<file path="src/rtl/mem_arb_pkg.sv">
// Shared definitions for the two-master memory arbiter: default widths,
// master identifiers, lock state encoding and small decode helpers.
package mem_arb_pkg;

  localparam int unsigned ADDR_W_DEF = 16;
  localparam int unsigned DATA_W_DEF = 16;

  typedef enum logic {
    M0 = 1'b0,
    M1 = 1'b1
  } master_id_e;

  typedef enum logic [1:0] {
    UNLOCKED  = 2'b00,
    LOCKED_M0 = 2'b01,
    LOCKED_M1 = 2'b10
  } lock_state_e;

  // Masters allowed to compete for the memory in a given lock state.
  // Bit N set means master N may be granted.
  function automatic logic [1:0] lock_mask(input lock_state_e st);
    logic [1:0] mask;
    case (st)
      UNLOCKED:  mask = 2'b11;
      LOCKED_M0: mask = 2'b01;
      LOCKED_M1: mask = 2'b10;
      default:   mask = 2'b11;
    endcase
    return mask;
  endfunction

  // Identity of the master selected by a one-hot (or empty) grant vector.
  // An empty grant maps to M0; callers only use the result when a grant exists.
  function automatic master_id_e grant_to_id(input logic [1:0] grant);
    master_id_e id;
    if (grant[1]) begin
      id = M1;
    end else begin
      id = M0;
    end
    return id;
  endfunction

endpackage

</file>
<file path="src/rtl/mem_arb_rr.sv">
// Two-way round-robin grant for the memory arbiter. Requests are first
// filtered by the lock mask; on a conflict the master that did not win most
// recently is chosen. Purely combinational: the grant must steer the memory
// port in the same cycle the request is presented.
module mem_arb_rr
  import mem_arb_pkg::*;
(
  input  logic [1:0] i_req,
  input  master_id_e i_last_grant,
  input  logic [1:0] i_lock_mask,
  output logic [1:0] o_grant
);

  logic [1:0] elig_s;

  // Pick at most one eligible master, favouring the one not served last.
  always_comb begin
    elig_s  = i_req & i_lock_mask;
    o_grant = 2'b00;
    case (elig_s)
      2'b01: o_grant = 2'b01;
      2'b10: o_grant = 2'b10;
      2'b11: begin
        if (i_last_grant == M1) begin
          o_grant = 2'b01;
        end else begin
          o_grant = 2'b10;
        end
      end
      default: o_grant = 2'b00;
    endcase
  end

endmodule

</file>
<file path="src/rtl/mem_arbiter.sv">
// Two-master, single-port memory arbiter with round-robin conflict
// resolution and one-cycle read return routing.
//
// Optional feature: define MEM_ARB_LOCK_EN to enable bus locking. A granted
// master holding i_mN_lock becomes lock owner from the next cycle and the
// other master is held off until the owner drops its lock. Without the macro
// the lock inputs are accepted but ignored and no lock state exists.
//
// The memory port is driven combinationally from the granted master so that
// an accepted request reaches memory in the cycle it is presented. The only
// state is the last winner, the outstanding-read tag and the lock owner.
module mem_arbiter
  import mem_arb_pkg::*;
#(
  parameter int unsigned ADDR_W = ADDR_W_DEF,
  parameter int unsigned DATA_W = DATA_W_DEF
) (
  input  logic              i_clk,
  input  logic              i_reset,

  input  logic [ADDR_W-1:0] i_m0_addr,
  input  logic              i_m0_rd,
  input  logic              i_m0_wr,
  input  logic [DATA_W-1:0] i_m0_wrdata,
  input  logic              i_m0_lock,
  output logic              o_m0_waitrequest,
  output logic [DATA_W-1:0] o_m0_rddata,
  output logic              o_m0_rdvalid,

  input  logic [ADDR_W-1:0] i_m1_addr,
  input  logic              i_m1_rd,
  input  logic              i_m1_wr,
  input  logic [DATA_W-1:0] i_m1_wrdata,
  input  logic              i_m1_lock,
  output logic              o_m1_waitrequest,
  output logic [DATA_W-1:0] o_m1_rddata,
  output logic              o_m1_rdvalid,

  output logic [ADDR_W-1:0] o_mem_addr,
  output logic              o_mem_rd,
  output logic              o_mem_wr,
  output logic [DATA_W-1:0] o_mem_wrdata,
  input  logic [DATA_W-1:0] i_mem_rddata
);

  logic [1:0]        req_s;
  logic [1:0]        lock_mask_s;
  logic [1:0]        rr_grant_s;
  logic [1:0]        grant_s;
  logic [1:0]        waitreq_s;

  logic [ADDR_W-1:0] sel_addr_s;
  logic [DATA_W-1:0] sel_wrdata_s;
  logic              sel_rd_s;
  logic              sel_wr_s;
  logic              mem_rd_s;
  logic              mem_wr_s;

  master_id_e        last_grant_q;
  master_id_e        last_grant_d;
  logic              pend_valid_q;
  logic              pend_valid_d;
  master_id_e        pend_tag_q;
  master_id_e        pend_tag_d;

  assign req_s = {i_m1_rd | i_m1_wr, i_m0_rd | i_m0_wr};

`ifdef MEM_ARB_LOCK_EN
  lock_state_e lock_q;
  lock_state_e lock_d;

  // Lock owner tracking: acquire on a granted locked request, release one
  // cycle after the owner presents lock low (owner need not be requesting).
  always_comb begin
    lock_d = lock_q;
    case (lock_q)
      UNLOCKED: begin
        if (grant_s[0] && i_m0_lock) begin
          lock_d = LOCKED_M0;
        end else if (grant_s[1] && i_m1_lock) begin
          lock_d = LOCKED_M1;
        end else begin
          lock_d = UNLOCKED;
        end
      end
      LOCKED_M0: begin
        if (!i_m0_lock) begin
          lock_d = UNLOCKED;
        end else begin
          lock_d = LOCKED_M0;
        end
      end
      LOCKED_M1: begin
        if (!i_m1_lock) begin
          lock_d = UNLOCKED;
        end else begin
          lock_d = LOCKED_M1;
        end
      end
      default: lock_d = UNLOCKED;
    endcase
  end

  // Lock state register; reset leaves the bus unlocked.
  always_ff @(posedge i_clk or posedge i_reset) begin
    if (i_reset) begin
      lock_q <= UNLOCKED;
    end else begin
      lock_q <= lock_d;
    end
  end

  assign lock_mask_s = lock_mask(lock_q);
`else
  // Lock inputs stay on the interface but have no effect in this build.
  logic unused_lock_s;
  assign unused_lock_s = i_m0_lock ^ i_m1_lock;
  assign lock_mask_s   = 2'b11;
`endif

  mem_arb_rr u_rr (
    .i_req        (req_s),
    .i_last_grant (last_grant_q),
    .i_lock_mask  (lock_mask_s),
    .o_grant      (rr_grant_s)
  );

  // Reset forces every master to wait and keeps the memory port quiet,
  // independent of the clock.
  always_comb begin
    if (i_reset) begin
      grant_s   = 2'b00;
      waitreq_s = 2'b11;
    end else begin
      grant_s   = rr_grant_s;
      waitreq_s = req_s & ~rr_grant_s;
    end
  end

  // Steer the granted master onto the memory port; a combined read+write
  // is forwarded as a write only.
  always_comb begin
    if (grant_s[1]) begin
      sel_addr_s   = i_m1_addr;
      sel_wrdata_s = i_m1_wrdata;
      sel_rd_s     = i_m1_rd;
      sel_wr_s     = i_m1_wr;
    end else if (grant_s[0]) begin
      sel_addr_s   = i_m0_addr;
      sel_wrdata_s = i_m0_wrdata;
      sel_rd_s     = i_m0_rd;
      sel_wr_s     = i_m0_wr;
    end else begin
      sel_addr_s   = i_m0_addr;
      sel_wrdata_s = i_m0_wrdata;
      sel_rd_s     = 1'b0;
      sel_wr_s     = 1'b0;
    end
    mem_wr_s = sel_wr_s;
    mem_rd_s = sel_rd_s & ~sel_wr_s;
  end

  // Next-state for the round-robin pointer and the outstanding-read tag.
  always_comb begin
    if (grant_s[1]) begin
      last_grant_d = M1;
    end else if (grant_s[0]) begin
      last_grant_d = M0;
    end else begin
      last_grant_d = last_grant_q;
    end

    pend_valid_d = mem_rd_s;
    if (mem_rd_s) begin
      pend_tag_d = grant_to_id(grant_s);
    end else begin
      pend_tag_d = pend_tag_q;
    end
  end

  // Arbiter state; reset makes M0 win the first conflict and drops any
  // read still in flight.
  always_ff @(posedge i_clk or posedge i_reset) begin
    if (i_reset) begin
      last_grant_q <= M1;
      pend_valid_q <= 1'b0;
      pend_tag_q   <= M0;
    end else begin
      last_grant_q <= last_grant_d;
      pend_valid_q <= pend_valid_d;
      pend_tag_q   <= pend_tag_d;
    end
  end

  assign o_mem_addr   = sel_addr_s;
  assign o_mem_wrdata = sel_wrdata_s;
  assign o_mem_rd     = mem_rd_s;
  assign o_mem_wr     = mem_wr_s;

  assign o_m0_waitrequest = waitreq_s[0];
  assign o_m1_waitrequest = waitreq_s[1];

  // Read data is shared; rdvalid alone tells each master whether it is theirs.
  assign o_m0_rddata  = i_mem_rddata;
  assign o_m1_rddata  = i_mem_rddata;
  assign o_m0_rdvalid = pend_valid_q & (pend_tag_q == M0) & ~i_reset;
  assign o_m1_rdvalid = pend_valid_q & (pend_tag_q == M1) & ~i_reset;

endmodule

</file>
<file path="config.mk">
export PLATFORM = sky130hd
export DESIGN_NAME = mem_arbiter
export DESIGN_NICKNAME = d
export VERILOG_FILES = /design/src/rtl/mem_arb_pkg.sv /design/src/rtl/mem_arb_rr.sv /design/src/rtl/mem_arbiter.sv
export SDC_FILE = /design/constraint.sdc
export NUM_CORES = 1
export LEC_CHECK = 0
export ABC_AREA = 1
export CAP_MARGIN = 5
export CORE_AREA = 2 2 60 62
export DETAILED_ROUTE_END_ITERATION = 6
export DIE_AREA = 0 0 62 64
export DONT_BUFFER_PORTS = 1
export PLACE_DENSITY = 0.48
export SYNTH_ARGS = -nofsm -noshare
export SYNTH_HDL_FRONTEND = slang
export SYNTH_SLANG_ARGS = --single-unit
</file>
<file path="constraint.sdc">
create_clock -name i_clk -period 3.25 [get_ports i_clk]
set_clock_uncertainty 0.05 [all_clocks]
set_input_delay 0.975 -clock i_clk [delete_from_list [all_inputs] [get_ports i_clk]]
set_output_delay 0.975 -clock i_clk [all_outputs]
set_load 0.05 [all_outputs]
</file>
==> impl_metrics.toml, run 1 <==
[pwr]
p_per_area_nw_per_um2 = 461
p_leak_nw = 0.760
ir_drop_mv = 0.214

[floorplanning]
dieArea_um2 = 3970
fp.dieW_um = 62
die_y_um = 64
initial_core_util = 0.273
core_um2 = 3280
pin_count = 158
rows = 21

[logic_synthesis]
yosysSeqAreaShare = 0.0852
synth_nets = 257
synthesis.area_um2 = 896
synth_commonest_cells = "nand2_1, buf_4, inv_1, nand3_1"
synth_area_leaders = "nand2_1, buf_4, dfrtp_1"
ys_async_sr_fraction = 1.00
synth.top_cell.area_share = 0.432
yosysMostFrequentCell = "nand2_1"
ys_ff_latch = 3
synth_area_leader_cell = "nand2_1"
synth.distinct_cells = 16
synth-edff-count = 0
synthCells = 169
syn_area_per_cell_um2 = 5.30
synthFlopType = "dfrtp_1"
yosysWarnings = 0

[route]
ant_nets = 0
drt-initial-drc-count = 20
drt-pass1-iter-count = 4
wirelength_um = 2590
wl_per_cell_um = 11.8
vias = 966
route.detailed.drc = 0
vias_per_cell = 4.41

[clocking]
cts_resized = 0
post-cts-setup-buffers = 0
cts_tree = "yes"
cts_sinks = 3
cts.clk_slew.worst_paths_ps = 40
htree_levels = 1
clkLatencyLatePin_ps = 240
cts_buffers = 3
max-clock-path-buffers = 2
cts_hold_buf = 0
cts_root_buf = "clkbuf_4"

[sta]
setup_ws_ps = 331
finalSetupViolCount = 0
tns_ps = 0
slew_headroom = 0.699
min_period_ps = 2920
worst_slew_pin_slew_ps = 451
hold_viol_final = 0
hold_slack_ps = 447
clock.fmax_mhz = 343
finalMaxSlewViolations = 0
rsz0062_at_grt = "no"
min_period_over_period = 0.898

[cells_and_area]
syn_to_final_growth_pct = 55.0
drive_above_1_share = 0.289
finalNetCount = 262
antennaDiodeCount = 0

[global_routing]
track_usage = 0.124
grt_overflow = 0
antenna_found_initial = 0
grt_max_degree = 34
grt_pass1_vias = 884
grt_pass1_wl_um = 3720

[placement]
post-place-ws_ps = 309
routabilityCongestion = 0.735
dp_hpwl_um = 2120
io_buffers = 0

[critical_path]
slowest_stage = "inv_4"
critical_path.top_delay_family = "buffers and inverters"
path_class = "primary input to output pin"
crit_required_ps = 2220
path_common_cell = "nand2_1"
worst_ep_arrival_time_ps = 1890
path_buf_inv = 2
crit_fanout = 33
end_kind = "output pin"
start_kind = "primary input"
path_cells = "o21ai_4, nand2_4, inv_4, nand2_1, nand2_1, buf_12"
slowest_delay_ps = 260

[run_status]
status = "complete, no violations"

[hold_path]
hold_path_class = "flip-flop to flip-flop"

[run]
drv_cap = 0
## worst min-delay path: cells and delay by family, from the launching register on
| kind | cells | cell delay, ps |
|---|---|---|
| simple gates | 2 | 110 |
| flops | 1 | 350 |
## where the power goes
group	internal (W)	leakage [nW]	total, W	switching, W
Combinational	0.000216	0.708	0.000520	0.000305
Clock	0.0000462	0.0150	0.0000680	0.0000218
Sequential	0.0000460	0.0369	0.0000511	0.00000511
## worst paths after layout
| check | start | end | slack, ps | depth (start not counted) |
|---|---|---|---|---|
| max | i_m0_rd | o_mem_addr[8] | 330 | 6 |
| min reg2reg | pend_tag_q | pend_tag_q | 450 | 2 |
| max in group asynchronous | i_reset | last_grant_q | 2440 | 1 |
| min in group asynchronous | i_reset | pend_valid_q | 470 | 1 |
| max reg2reg | last_grant_q | pend_valid_q | 1780 | 6 |
| min | pend_tag_q | pend_tag_q | 450 | 2 |
## layout by cell type, fill, tap and decap left out, drive strengths merged
cell type,n
o21ai,4
nand2,106
clkbuf,4
dfstp,1
nor2,6
dfrtp,2
nand3,5
buf,38
inv,7
## layer usage
layer	GRT usage	part of all wire	wire length, um
met5	0	0	0
met4	0.0771	0.042	109
met3	0.0304	0.11	278
met2	0.219	0.51	1320
met1	0.122	0.34	883
## sequential cells by signal (all words and copies together) (netlist names)
register and flops:
pend_valid_q 1, last_grant_q 1, pend_tag_q 1
## stage by stage
step / cell area, um2 / total power (W) / utilization / cells
after floorplan: 896 / 0.000444 / - / 169
after global placement: 1360 / 0.000573 / 0.415 / 215
after detailed placement: 1360 / 0.000575 / 0.415 / 215
after CTS: 1390 / 0.000648 / 0.423 / 219
after global routing: 1390 / 0.000672 / 0.423 / 219
final: 1390 / 0.000640 / 0.423 / 219
## area by class of cell
cell class | count | area [um2]
Fill cell | 338 | 1900
Sequential cell | 3 | 76.3
Clock buffer | 4 | 26.3
Multi-Input combinational cell | 121 | 502
Inverter | 7 | 28.8
Tap cell | 46 | 57.6
Timing Repair Buffer | 38 | 698
## cells by family (layout without fill, tap and decap cells)
group           count (synthesis)  in the layout  share of synthesized area
compound gates                  4              4                     0.0349
simple gates                  117            117                      0.525
flops                           3              3                     0.0852
buf+inv                        45             49                      0.355
Power figures use the tool's default switching activity.
==> inputs of run 2 (changes only) <==
--- a/config.mk
+++ b/config.mk
@@ -7,9 +7,9 @@
 export LEC_CHECK = 0
 export ABC_AREA = 1
 export CAP_MARGIN = 5
-export CORE_AREA = 2 2 60 62
+export CORE_AREA = 2 2 61 63
 export DETAILED_ROUTE_END_ITERATION = 6
-export DIE_AREA = 0 0 62 64
+export DIE_AREA = 0 0 63 65
 export DONT_BUFFER_PORTS = 1
 export PLACE_DENSITY = 0.48
 export SYNTH_ARGS = -nofsm -noshare
==> run 2 against run 1 <==
  * Utilization down 2.6 points
  * Critical path depth unchanged
  * Die area up 3.2%
  * Count of clock-buffer cells in the layout unchanged
  * Routed wire length down 7.9%
  * Via count down 2.9%
  * Worst setup slack better by 6.3 ps
  * Clock power down 6.0%
  * Critical endpoint is now o_mem_wrdata[15]
  * Power down 1.4%
  * Sequential share of layout area about the same
  * Combinational power down 0.8%
==> impl_metrics.toml, run 2 (synthesized netlist as in run 1, its figures left out) <==
[run_status]
status = "complete, no violations"

[floorplanning]
dieArea_um2 = 4100
core_um2 = 3500
die_y_um = 65
rows = 22
initial_core_util = 0.256
fp.dieW_um = 63
pin_count = 158

[global_routing]
grt_pass1_wl_um = 3610
grt_max_degree = 34
antenna_found_initial = 0
track_usage = 0.106
grt_overflow = 0
grt_pass1_vias = 829

[sta]
finalSetupViolCount = 0
hold_slack_ps = 446
hold_viol_final = 0
min_period_over_period = 0.896
worst_slew_pin_slew_ps = 447
tns_ps = 0
min_period_ps = 2910
finalMaxSlewViolations = 0
slew_headroom = 0.702
clock.fmax_mhz = 343
rsz0062_at_grt = "no"

[route]
vias_per_cell = 4.23
drt-pass1-iter-count = 4
wirelength_um = 2390
wl_per_cell_um = 10.8
drt-initial-drc-count = 21
ant_nets = 0
vias = 938
route.detailed.drc = 0

[critical_path]
path_cells = "o21ai_4, nand2_4, inv_4, nand2_1, nand2_1, buf_12"
start_kind = "primary input"
slowest_delay_ps = 240
path_common_cell = "nand2_1"
ff2ff_setup_slack_ps = 1780
path_class = "primary input to output pin"
r2r_start = "last_grant_q"
end_kind = "output pin"
slowest_stage = "inv_4"
critical_path.top_delay_family = "buffers and inverters"
cp-startpoint = "i_m0_rd"
worst_ep_arrival_time_ps = 1890
path_buf_inv = 2
crit_required_ps = 2220
crit_fanout = 33

[cells_and_area]
nFillCells = 353
syn_to_final_growth_pct = 54.7
finalNonFillerCells = 222
finalNetCount = 263
top_regs = "last_grant_q (1), pend_tag_q (1), pend_valid_q (1)"
antennaDiodeCount = 0
drive_above_1_share = 0.293
layout_commonest_cell = "nand2_1"
final_cell_mix = "nand2_1, buf_12, buf_4, inv_1, nand3_1"

[clocking]
clkLatencyLatePin_ps = 220
cts.clk_slew.worst_paths_ps = 30
cts_root_buf = "clkbuf_4"
cts_tree = "yes"
max-clock-path-buffers = 2
cts_resized = 0
cts_buffers = 3
htree_levels = 1
cts_sinks = 3
post-cts-setup-buffers = 0
cts_hold_buf = 0

[pwr]
p_leak_nw = 0.759
ir_drop_mv = 0.260
p_per_area_nw_per_um2 = 455

[hold_path]
hold_path_class = "flip-flop to flip-flop"
min_from = "pend_tag_q"

[run]
drv_cap = 0

[placement]
dp_hpwl_um = 1980
routabilityCongestion = 0.777
io_buffers = 0
dp_cells = 218
[run 2: changes by cell type in the layout (fill, tap and decap cells not counted)]
cell,before,now
buf_4,5,7
buf_12,33,32
o21ai_1,0,2
o21ai_0,3,1
[run 2: report_power, final]
| part | internal [W] | switching, W |
|---|---|---|
| registers | 0.0000460 | 0.00000528 |
| logic | 0.000214 | 0.000301 |
| clock network | 0.0000459 | 0.0000180 |
[run 2: worst min-delay path, delay by kind of cell, from the launching register on]
kind             cells  cell delay (ps)
DFF                  1              360
and+or+nand+nor      2              100
[run 2: worst paths after layout]
path	end	cells past startpoint
min in group asynchronous	pend_valid_q	1
min reg2reg	pend_tag_q	2
max reg2reg	pend_valid_q	6
min	pend_tag_q	2
max in group asynchronous	last_grant_q	1
max	o_mem_wrdata[15]	6
[run 2: layout make-up]
type | instances | area, um2 | area share
Clock buffer | 4 | 26.3 | 0.0190
Inverter | 7 | 28.8 | 0.0208
Multi-Input combinational cell | 121 | 502 | 0.362
Sequential cell | 3 | 76.3 | 0.0551
Tap cell | 48 | 60.1 | 0.0433
Timing Repair Buffer | 39 | 693 | 0.500
[run 2: metal layers]
metal | up-vias | global-route usage | routed length [um]
li1 | 483 | - | -
met1 | 387 | 0.117 | 832
met2 | 63 | 0.188 | 1220
met3 | 5 | 0.0399 | 319
met4 | 0 | 0.0306 | 12
met5 | - | 0 | 0
[run 2: per-stage QoR]
stage | power [W] | cell area, um2 | utilization | setup slack [ps]
6_report | 0.000631 | 1390 | 0.397 | 337
5_1_grt | 0.000661 | 1390 | 0.397 | 262
4_1_cts | 0.000638 | 1390 | 0.397 | 316
3_5_place_dp | 0.000572 | 1360 | 0.389 | 314
3_3_place_gp | 0.000568 | 1360 | 0.389 | 333
2_1_floorplan | 0.000444 | 896 | - | 20.8
